File: config.mk
export PLATFORM = sky130hd
export DESIGN_NAME = permutation_round_controller
export DESIGN_NICKNAME = d
export VERILOG_FILES = /design/src/rtl/ascon_pkg.sv /design/src/rtl/permutation_round_controller.sv
export SDC_FILE = /design/constraint.sdc
export NUM_CORES = 1
export LEC_CHECK = 0
export ABC_AREA = 1
export BUFFER_PORTS_ARGS = -buffer_cell sky130_fd_sc_hd__buf_2
export CORE_AREA = 3 3 501 503
export DETAILED_ROUTE_END_ITERATION = 8
export DIE_AREA = 0 0 504 506
export HOLD_SLACK_MARGIN = 0.06
export PLACE_DENSITY = 0.3
export SLEW_MARGIN = 20
export SYNTH_ARGS = -nofsm -noshare
export SYNTH_HDL_FRONTEND = slang
export SYNTH_SLANG_ARGS = --single-unit
File: constraint.sdc
create_clock -name i_clock -period 1.5 [get_ports i_clock]
set_input_delay 0.3 -clock i_clock [delete_from_list [all_inputs] [get_ports i_clock]]
set_output_delay 0.3 -clock i_clock [all_outputs]
set_load 0.01 [all_outputs]
File: src/rtl/ascon_pkg.sv
// ascon_pkg
//   Shared types and helpers for the ASCON permutation datapath.
//   t_state_array : five 64-bit state words x0..x4, indexed [row][bit]
//   C_MAX_ROUNDS  : number of rounds of a full p^a permutation
//   t_round_fsm   : state encoding of the round controller
//   round_constant: 8-bit constant XORed into x2 for a given round index
package ascon_pkg;

  typedef logic [4:0][63:0] t_state_array;

  localparam int C_MAX_ROUNDS = 12;

  typedef enum logic [1:0] {
    IDLE,
    RUN,
    DONE
  } t_round_fsm;

  // Upper nibble counts down from 0xF while the lower nibble counts up,
  // so index 0 gives 0xF0 and index 11 gives 0x4B.
  function automatic logic [7:0] round_constant(input logic [3:0] idx);
    return {4'hF - idx, idx};
  endfunction

endpackage

File: src/rtl/permutation_round_controller.sv
// permutation_round_controller
//   Sequential front end of the ASCON permutation. Holds the 320-bit state
//   and the round index, applies the round constant to x2 before the
//   substitution layer, and loads the diffusion-layer output back each round.
//   A request runs 1..G_MAX_ROUNDS rounds (0 rounds passes the state through)
//   and the final state is returned with a valid/ready handshake.
//
// Ports
//   i_clock      : clock, rising edge
//   i_reset      : synchronous active-high reset
//   i_start      : start request, accepted only while o_ready=1
//   i_rounds     : round count for the request (clamped to G_MAX_ROUNDS)
//   i_state      : initial state, captured with i_start
//   o_ready      : controller idle and able to accept a request
//   o_state      : round input to the substitution layer
//   i_state_next : diffusion-layer output for the current o_state
//   o_valid      : final state available on o_result
//   i_ready      : downstream accepts o_result
//   o_result     : raw state register
module permutation_round_controller
  import ascon_pkg::*;
#(
  parameter int G_MAX_ROUNDS = C_MAX_ROUNDS
) (
  input  logic         i_clock,
  input  logic         i_reset,
  input  logic         i_start,
  input  logic [3:0]   i_rounds,
  input  t_state_array i_state,
  output logic         o_ready,
  output t_state_array o_state,
  input  t_state_array i_state_next,
  output logic         o_valid,
  input  logic         i_ready,
  output t_state_array o_result
);

  localparam logic [3:0] MAX_ROUNDS = 4'(G_MAX_ROUNDS);
  localparam logic [3:0] LAST_IDX   = 4'(G_MAX_ROUNDS - 1);

  t_round_fsm   fsm;
  t_round_fsm   fsm_next;
  logic [3:0]   idx;
  logic [3:0]   idx_next;
  t_state_array state_reg;
  t_state_array state_next;
  logic [3:0]   rounds_clamped;

  // Requests above the table size run the full permutation.
  always_comb begin
    rounds_clamped = (i_rounds > MAX_ROUNDS) ? MAX_ROUNDS : i_rounds;
  end

  // State register, round index and FSM state.
  always_ff @(posedge i_clock) begin
    if (i_reset) begin
      fsm       <= IDLE;
      idx       <= '0;
      state_reg <= '0;
    end else begin
      fsm       <= fsm_next;
      idx       <= idx_next;
      state_reg <= state_next;
    end
  end

  // Next-state logic and outputs. The index starts at G_MAX_ROUNDS-n so a
  // short request always ends on the last constants of the table.
  always_comb begin
    fsm_next   = fsm;
    idx_next   = idx;
    state_next = state_reg;
    o_ready    = 1'b0;
    o_valid    = 1'b0;
    o_state    = state_reg;

    case (fsm)
      IDLE: begin
        o_ready = 1'b1;
        if (i_start) begin
          state_next = i_state;
          idx_next   = MAX_ROUNDS - rounds_clamped;
          fsm_next   = (rounds_clamped == 4'd0) ? DONE : RUN;
        end
      end

      RUN: begin
        o_state[2][7:0] = state_reg[2][7:0] ^ round_constant(idx);
        state_next      = i_state_next;
        idx_next        = idx + 4'd1;
        if (idx == LAST_IDX) begin
          fsm_next = DONE;
        end
      end

      DONE: begin
        o_valid = 1'b1;
        if (i_ready) begin
          fsm_next = IDLE;
        end
      end

      default: begin
        fsm_next = IDLE;
      end
    endcase
  end

  assign o_result = state_reg;

endmodule

# Word level (Yosys, flattened, before mapping)

Cells that the tools add are included.
Widths: inputs -> output; s select.

Output and inout port bits: 642
Bits in registers: 326
Logic and storage cells: 36
Input port bits: 648

Eq/ne operators: 6
Add/sub/neg operators: 3
Multiplexer cells: 13
Magnitude comparators: 1
Bitwise gates (word level): 1
Reduce and logical (&&, ||, !) cells: 5

Operator list:

| operator            | number |
|---|---|
| $pmux 320 s2        | 1 |
| $mux 320            | 1 |
| $mux 2              | 4 |
| $mux 4              | 2 |
| $mux 8              | 1 |
| $pmux 4 s2          | 1 |
| $sub 4x4->4 const A | 2 |
| $xor 8x8->8         | 1 |
| $ne 2x2->1 const B  | 3 |
| $pmux 2 s3          | 1 |
| $add 4x1->4 const B | 1 |
| $eq 4x4->1 const B  | 1 |
| $gt 4x4->1 const B  | 1 |
| $logic_not 4->1     | 1 |
| $reduce_and 3->1    | 1 |
| $eq 2x1->1 const B  | 1 |
| $eq 2x2->1 const B  | 1 |
| $logic_not 2->1     | 1 |
| $mux 1              | 2 |
| $reduce_and 2->1    | 1 |
| $reduce_bool 2->1   | 1 |

# Longest topological paths before layout

Gate-level depths: netlist of the first run.

Word-level depth: 6
Mapped depth: 10
Gate-level depth less buffers: 10

# Worst setup path after synthesis of the first run

Ideal clock, no wire load.

Kind: reg2out
Start point: reg fsm[1]
End point: out o_state[132] (netlist bit)
Data required time: 1.200 ns
Buffers on the path: 3
Slack: -0.076 ns
Arrival: 1.276 ns
Stages on the path, launching flop included: 8
Path through: dfxtp_1 > buf_4 > inv_2 > nand2_1 > buf_2 > buf_2 > nor2_1 > xor2_1

RTL lines:

| what                   | line                               | RTL |
|---|---|---|
| from (decl)            | permutation_round_controller.sv:41 | `t_round_fsm fsm;` |
| from (signal assigned) | permutation_round_controller.sv:61 | `fsm <= fsm_next;` |
| to (decl)              | permutation_round_controller.sv:31 | `output t_state_array o_state,` |

==> results_dict.tcl, run 1 <==
set metrics [dict create \
    dpl_worst_slack_ps -463 \
    avgViaCountPerCell 3.10 \
    tightestPinTransition_ps 407 \
    die_area_sq_mm 0.255 \
    hpwl_um 135000 \
    post_drt_wl_per_cell_um 21.2 \
    leakage_nw 19.1 \
    fin_worst_skew_ps 25.0 \
    stdcell_count 7911 \
    area_growth_pct 125 \
    finalWirelength_um 167000 \
    grt_max_degree 53 \
    synthesis.area_sq_mm 0.0179 \
    die_y_um 506 \
    yosysSeqAreaShare 0.365 \
    relSlewSlack 0.729 \
    io_pins 1290 \
    synth_top_cell_area_share 0.365 \
    io_buffers 1289 \
    cts.sinks 326 \
    rsz0062_at_grt "true" \
    gr-total-overflow 0 \
    worstPathCellList "inv_2, nor2_4, buf_4, buf_6, nand2_1, xor2_2, buf_6" \
    avgSynthCellArea_sq_um 6.32 \
    clock.fmax_mhz 476 \
    cp_common_cell "buf_6" \
    clock_latency_ps 660 \
    start_util 0.0725 \
    violations "setup timing" \
    outcome "finished with violations" \
    ir_drop_v 0.00103 \
    place_inst 7129 \
    synth_edf_count 0 \
    die_width_um 504 \
    ys_async_sr_fraction 0 \
    combPwrFrac 0.623 \
    path_delay_family "buffers and inverters" \
    gp_congestion 0.906 \
    grt_pass1_wl_um 216000 \
    clk_pin_slew_ps 70 \
    powerDensity_mw_per_mm2 2160 \
    finalCriticalPeriod_ps 2100 \
    maxCapViolCount 0 \
    switching_share 0.470 \
    cts_tree "yes" \
    end_kind "primary output" \
    crit_buf_inv 4 \
    period_share 1.40 \
    p_int_w 0.0460 \
    detail-route-antenna-nets 0 \
    root_buffer "clkbuf_16" \
    timing.final.ws_setup_ps -601 \
    worst_ep_arrival_time_ps 1800 \
    nets 5194 \
    hold_slack_ps 93.8 \
    max_stage_delay_ps 360 \
    grtUsageTotal 0.122 \
    synth_top_cell_by_area "dfxtp_1" \
    critical_path.max_fanout 3 \
    cts.htree.levels 2 \
    yosys_warnings 0 \
    synthFlopType "dfxtp_1" \
    grt_pass1_vias 25194 \
    synth-seq-cells 326 \
    drive_above_1_share 0.424 \
    cp.required_ps 1200 \
    p_total_w 0.0868 \
    critPathSlowestCell "dfxtp_2" \
    clock_power_share 0.145 \
    design.core.area_sq_mm 0.246 \
    antenna_found_initial 29 \
    first_iter_violations 1221 \
    syn_nets 3477 \
    setup_viol 424 \
    firstDrtPassIters 5 \
    placementRows 182 \
    hold_path_class "in -> reg" \
    synthTopCellsByArea "dfxtp_1, nand2_1, buf_4" \
    postSynthCellCount 2827 \
    cts_buffers 48 \
    final-hold-violation-count 0 \
    pwr-share-seq 0.232 \
    startpoint_type "flip-flop" \
    slew_viol_final 0 \
    drc 0 \
    ys_types 21 \
    p_switching_w 0.0408 \
    path_class "reg -> out" \
    clock_path_buffers 3 \
    dr_total_vias 24544 \
]
-- through the flow --
stage,util,area (sq um),setup TNS [ps]
finish,0.163,40200,-85010
CTS,0.158,38900,-135920
floorplan,-,17900,0
global route,0.163,40200,-148930
detailed placement,0.112,27600,-16560
global placement,0.112,27600,-14830
-- worst reg2reg max path: cells and delay by family, from the launching register on --
family | cells | cell delay [ps]
buf+inv | 8 | 1110
simple gates | 5 | 380
flops | 1 | 340
-- registers in the layout (all words and copies together), names as in the netlist --
signal,flops
fsm,2
idx,4
o_result,320
-- cell families after synthesis --
family,after synthesis,share of synthesized area
buf+inv,513,0.188
simple gates,1640,0.347
xor+xnor,8,0.00392
compound gates,338,0.0950
flops,326,0.365
fa+ha+maj,2,0.00140
-- final timing paths --
check	startpoint	end	slack, ps	cells past startpoint
setup / recovery	fsm[0]	o_state[131]	-600	7
hold / removal	i_state_next[164]	o_result[164]	90	5
setup reg to reg	fsm[0]	o_result[152]	-430	13
hold reg to reg	o_result[256]	o_result[256]	510	2
-- area by class of cell --
type / count / area (sq um)
Fill cell: 28134 / 206000
Timing Repair Buffer: 2159 / 18600
Multi-Input combinational cell: 1988 / 8460
Sequential cell: 326 / 7150
Tap cell: 3312 / 4140
Clock buffer: 68 / 1410
Clock inverter: 18 / 294
Inverter: 21 / 88.8
Antenna cell: 19 / 47.5
-- power groups by stage --
stage          Combinational (W)  Clock, W  Sequential (W)
6_report                  0.0541    0.0126          0.0201
5_1_grt                   0.0586    0.0134          0.0209
3_5_place_dp              0.0424         0          0.0184
3_3_place_gp              0.0427         0          0.0183
4_1_cts                   0.0513    0.0133          0.0205
2_1_floorplan             0.0208         0          0.0167
-- cells in the mapped netlist (8+ instances only) --
cell type and n:
a21oi_1 9, o21ai_0 127, buf_4 349, nor2_1 640, xor2_1 8, nand3_1 10, nand2_1 985, o21ai_1 200
dfxtp_1 326, buf_2 90, inv_1 19, clkbuf_1 49
-- cells in the final DEF (no fill, tap or decap), types with 17 or more instances in the layout --
cell and n:
buf_12 77, buf_16 20, buf_2 954, buf_4 122
buf_6 311, buf_8 48, clkbuf_16 69, dfxtp_1 128
dfxtp_2 48, dfxtp_4 150, diode_2 19, dlygate4sd3_1 606
inv_1 17, nand2_1 916, nand2_2 60, nor2_1 621
nor2_2 17, o21ai_0 89, o21ai_1 233
-- repair_timing --
item	CTS	global route
gates resized for setup	938	181
endpoints found under the hold margin	306	1
pin swaps	6	67
setup buffers	24	16
hold buffers	604	2
setup endpoints to repair	931	961
gates cloned	8	26
-- metal layers --
layer,global-route usage,share of wire
met5,0,0.00016
met4,0.0364,0.030
met3,0.0389,0.075
met2,0.203,0.46
met1,0.150,0.43
(Power assumes the default switching activity.)
==> run 2: changes to the inputs <==
Settings changed: ABC_CLOCK_PERIOD_IN_PS set to 1500, BUFFER_PORTS_ARGS -buffer_cell sky130_fd_sc_hd__buf_2 to not set, CORE_AREA 3 3 501 503 to 3 3 498 500, DIE_AREA 0 0 504 506 to 0 0 501 503, DONT_BUFFER_PORTS set to 1.
==> results_dict.tcl, run 2 (same netlist as run 1, synthesis figures left out) <==
set metrics [dict create \
    placed_cell_area_sq_mm 0.0221 \
    grtUsageTotal 0.121 \
    area_growth_pct 89.1 \
    die_y_um 503 \
    drive_above_1_share 0.220 \
    max_stage_delay_ps 370 \
    outcome "finished with violations" \
    io_pins 1290 \
    final-hold-violation-count 0 \
    timing.final.ws_setup_ps -619 \
    leakage_nw 14.2 \
    die_area_sq_mm 0.252 \
    ir_drop_v 0.00113 \
    startpoint_type "flip-flop" \
    setup_viol 505 \
    slew_viol_final 0 \
    relSlewSlack 0.645 \
    gr-total-overflow 0 \
    worstPathCellList "nor2_4, buf_12, nand2_8, xor2_2, buf_12" \
    cp.required_ps 1200 \
    root_buffer "clkbuf_16" \
    grt_pass1_wl_um 204000 \
    layout_common_cells "nand2_1, dlygate4sd3_1, nor2_1" \
    dr_total_vias 21350 \
    first_iter_violations 1429 \
    clock_path_buffers 3 \
    avgViaCountPerCell 3.16 \
    clk_pin_slew_ps 70 \
    cp_common_cell "buf_12" \
    detail-route-antenna-nets 0 \
    cts_buffers 49 \
    hold_path_class "in -> reg" \
    nets 4147 \
    antenna_found_initial 29 \
    critPathSlowestCell "dfxtp_4" \
    fin_worst_skew_ps 16.7 \
    violations "setup timing" \
    placementRows 181 \
    crit_buf_inv 2 \
    final_util 0.139 \
    final_common_cell "nand2_1" \
    post_drt_wl_per_cell_um 24.2 \
    maxCapViolCount 0 \
    firstDrtPassIters 8 \
    start_util 0.0734 \
    tightestPinTransition_ps 532 \
    clock.fmax_mhz 472 \
    critical_path.max_fanout 5 \
    grt_max_degree 70 \
    die_width_um 501 \
    grt_pass1_vias 21938 \
    io_buffers 0 \
    period_share 1.41 \
    worst_ep_arrival_time_ps 1820 \
    finalWirelength_um 163000 \
    num-fill-cells 27659 \
    path_class "reg -> out" \
    drc 0 \
    largest_reg_flops 320 \
    cts.htree.levels 2 \
    cts_tree "yes" \
    hpwl_um 126000 \
    setup_tns_ps -137060 \
    path_delay_family "flip-flops" \
    final_cell_area_sq_mm 0.0338 \
    finalCriticalPeriod_ps 2120 \
    clock_latency_ps 640 \
    gp_congestion 0.822 \
    end_kind "primary output" \
    powerDensity_mw_per_mm2 2450 \
    design.core.area_sq_mm 0.243 \
    rsz0062_at_grt "true" \
    cts.sinks 326 \
]
==> run 2: cell types whose count changed in the layout (fill, tap and decap cells not counted), sizes merged, moves of 4 or more <==
cell,previous run,this run
buf,1532,454
dlygate4sd3,606,636
clkbuf,88,80
bufbuf,1,5
clkinvlp,1,6
==> run 2: path summary, 6_finish.rpt <==
path / from / endpoint / slack, ps / cells past startpoint
hold / removal: i_state_next[10] / o_result[10] / 120 / 5
setup reg to reg: fsm[0] / o_result[303] / -500 / 13
setup / recovery: fsm[1] / o_state[129] / -620 / 5
hold reg to reg: o_result[207] / o_result[207] / 500 / 2
==> run 2: per-layer routing <==
layer	vias up	GRT usage	part of all wire
met5	-	0	0.00017
met4	4	0.0548	0.045
met3	311	0.0709	0.14
met2	1385	0.187	0.43
met1	9824	0.132	0.38
li1	9826	-	-
==> run 2: repair_timing <==
action                                  4_1_cts  5_1_grt
pin swaps                                   104      214
endpoints found under the setup margin      928      872
hold buffers                                634        2
setup buffers                                53       32
endpoints found under the hold margin       323        1
gates cloned                                 28       19
gates resized for setup                     388      184
==> run 2: final cells by class <==
type | count | area [sq um] | area share
diodes | 16 | 40.0 | 0.00119
clock buffers | 64 | 1330 | 0.0395
clock inverters | 23 | 283 | 0.00837
inverters | 21 | 92.6 | 0.00274
multi-input cells | 1988 | 9030 | 0.267
flip-flops and latches | 326 | 6670 | 0.197
well taps | 3202 | 4010 | 0.119
repair buffers | 1111 | 12300 | 0.365
==> run 2: through the flow <==
step	cells	power, W	setup slack [ps]	hold WS, ps
6_report	6751	0.0828	-619	117
5_1_grt	6746	0.0892	-757	88.3
4_1_cts	6705	0.0816	-748	73.9
3_5_place_dp	5908	0.0567	-292	482
3_3_place_gp	5908	0.0568	-319	479
2_1_floorplan	2827	0.0375	6.76	474
==> run 2: power by group <==
group	leakage (nW)	switching (W)	internal (W)
Combinational	10.7	0.0305	0.0215
Clock	0.778	0.00510	0.00712
Sequential	2.73	0.00586	0.0127
Total	14.2	0.0415	0.0413
==> run 2: worst min-delay path, stage by stage <==
cell and delay [ps]:
nand2_1 40, nand2_1 130, buf_12 130, nor2_4 40, nor2_1 90
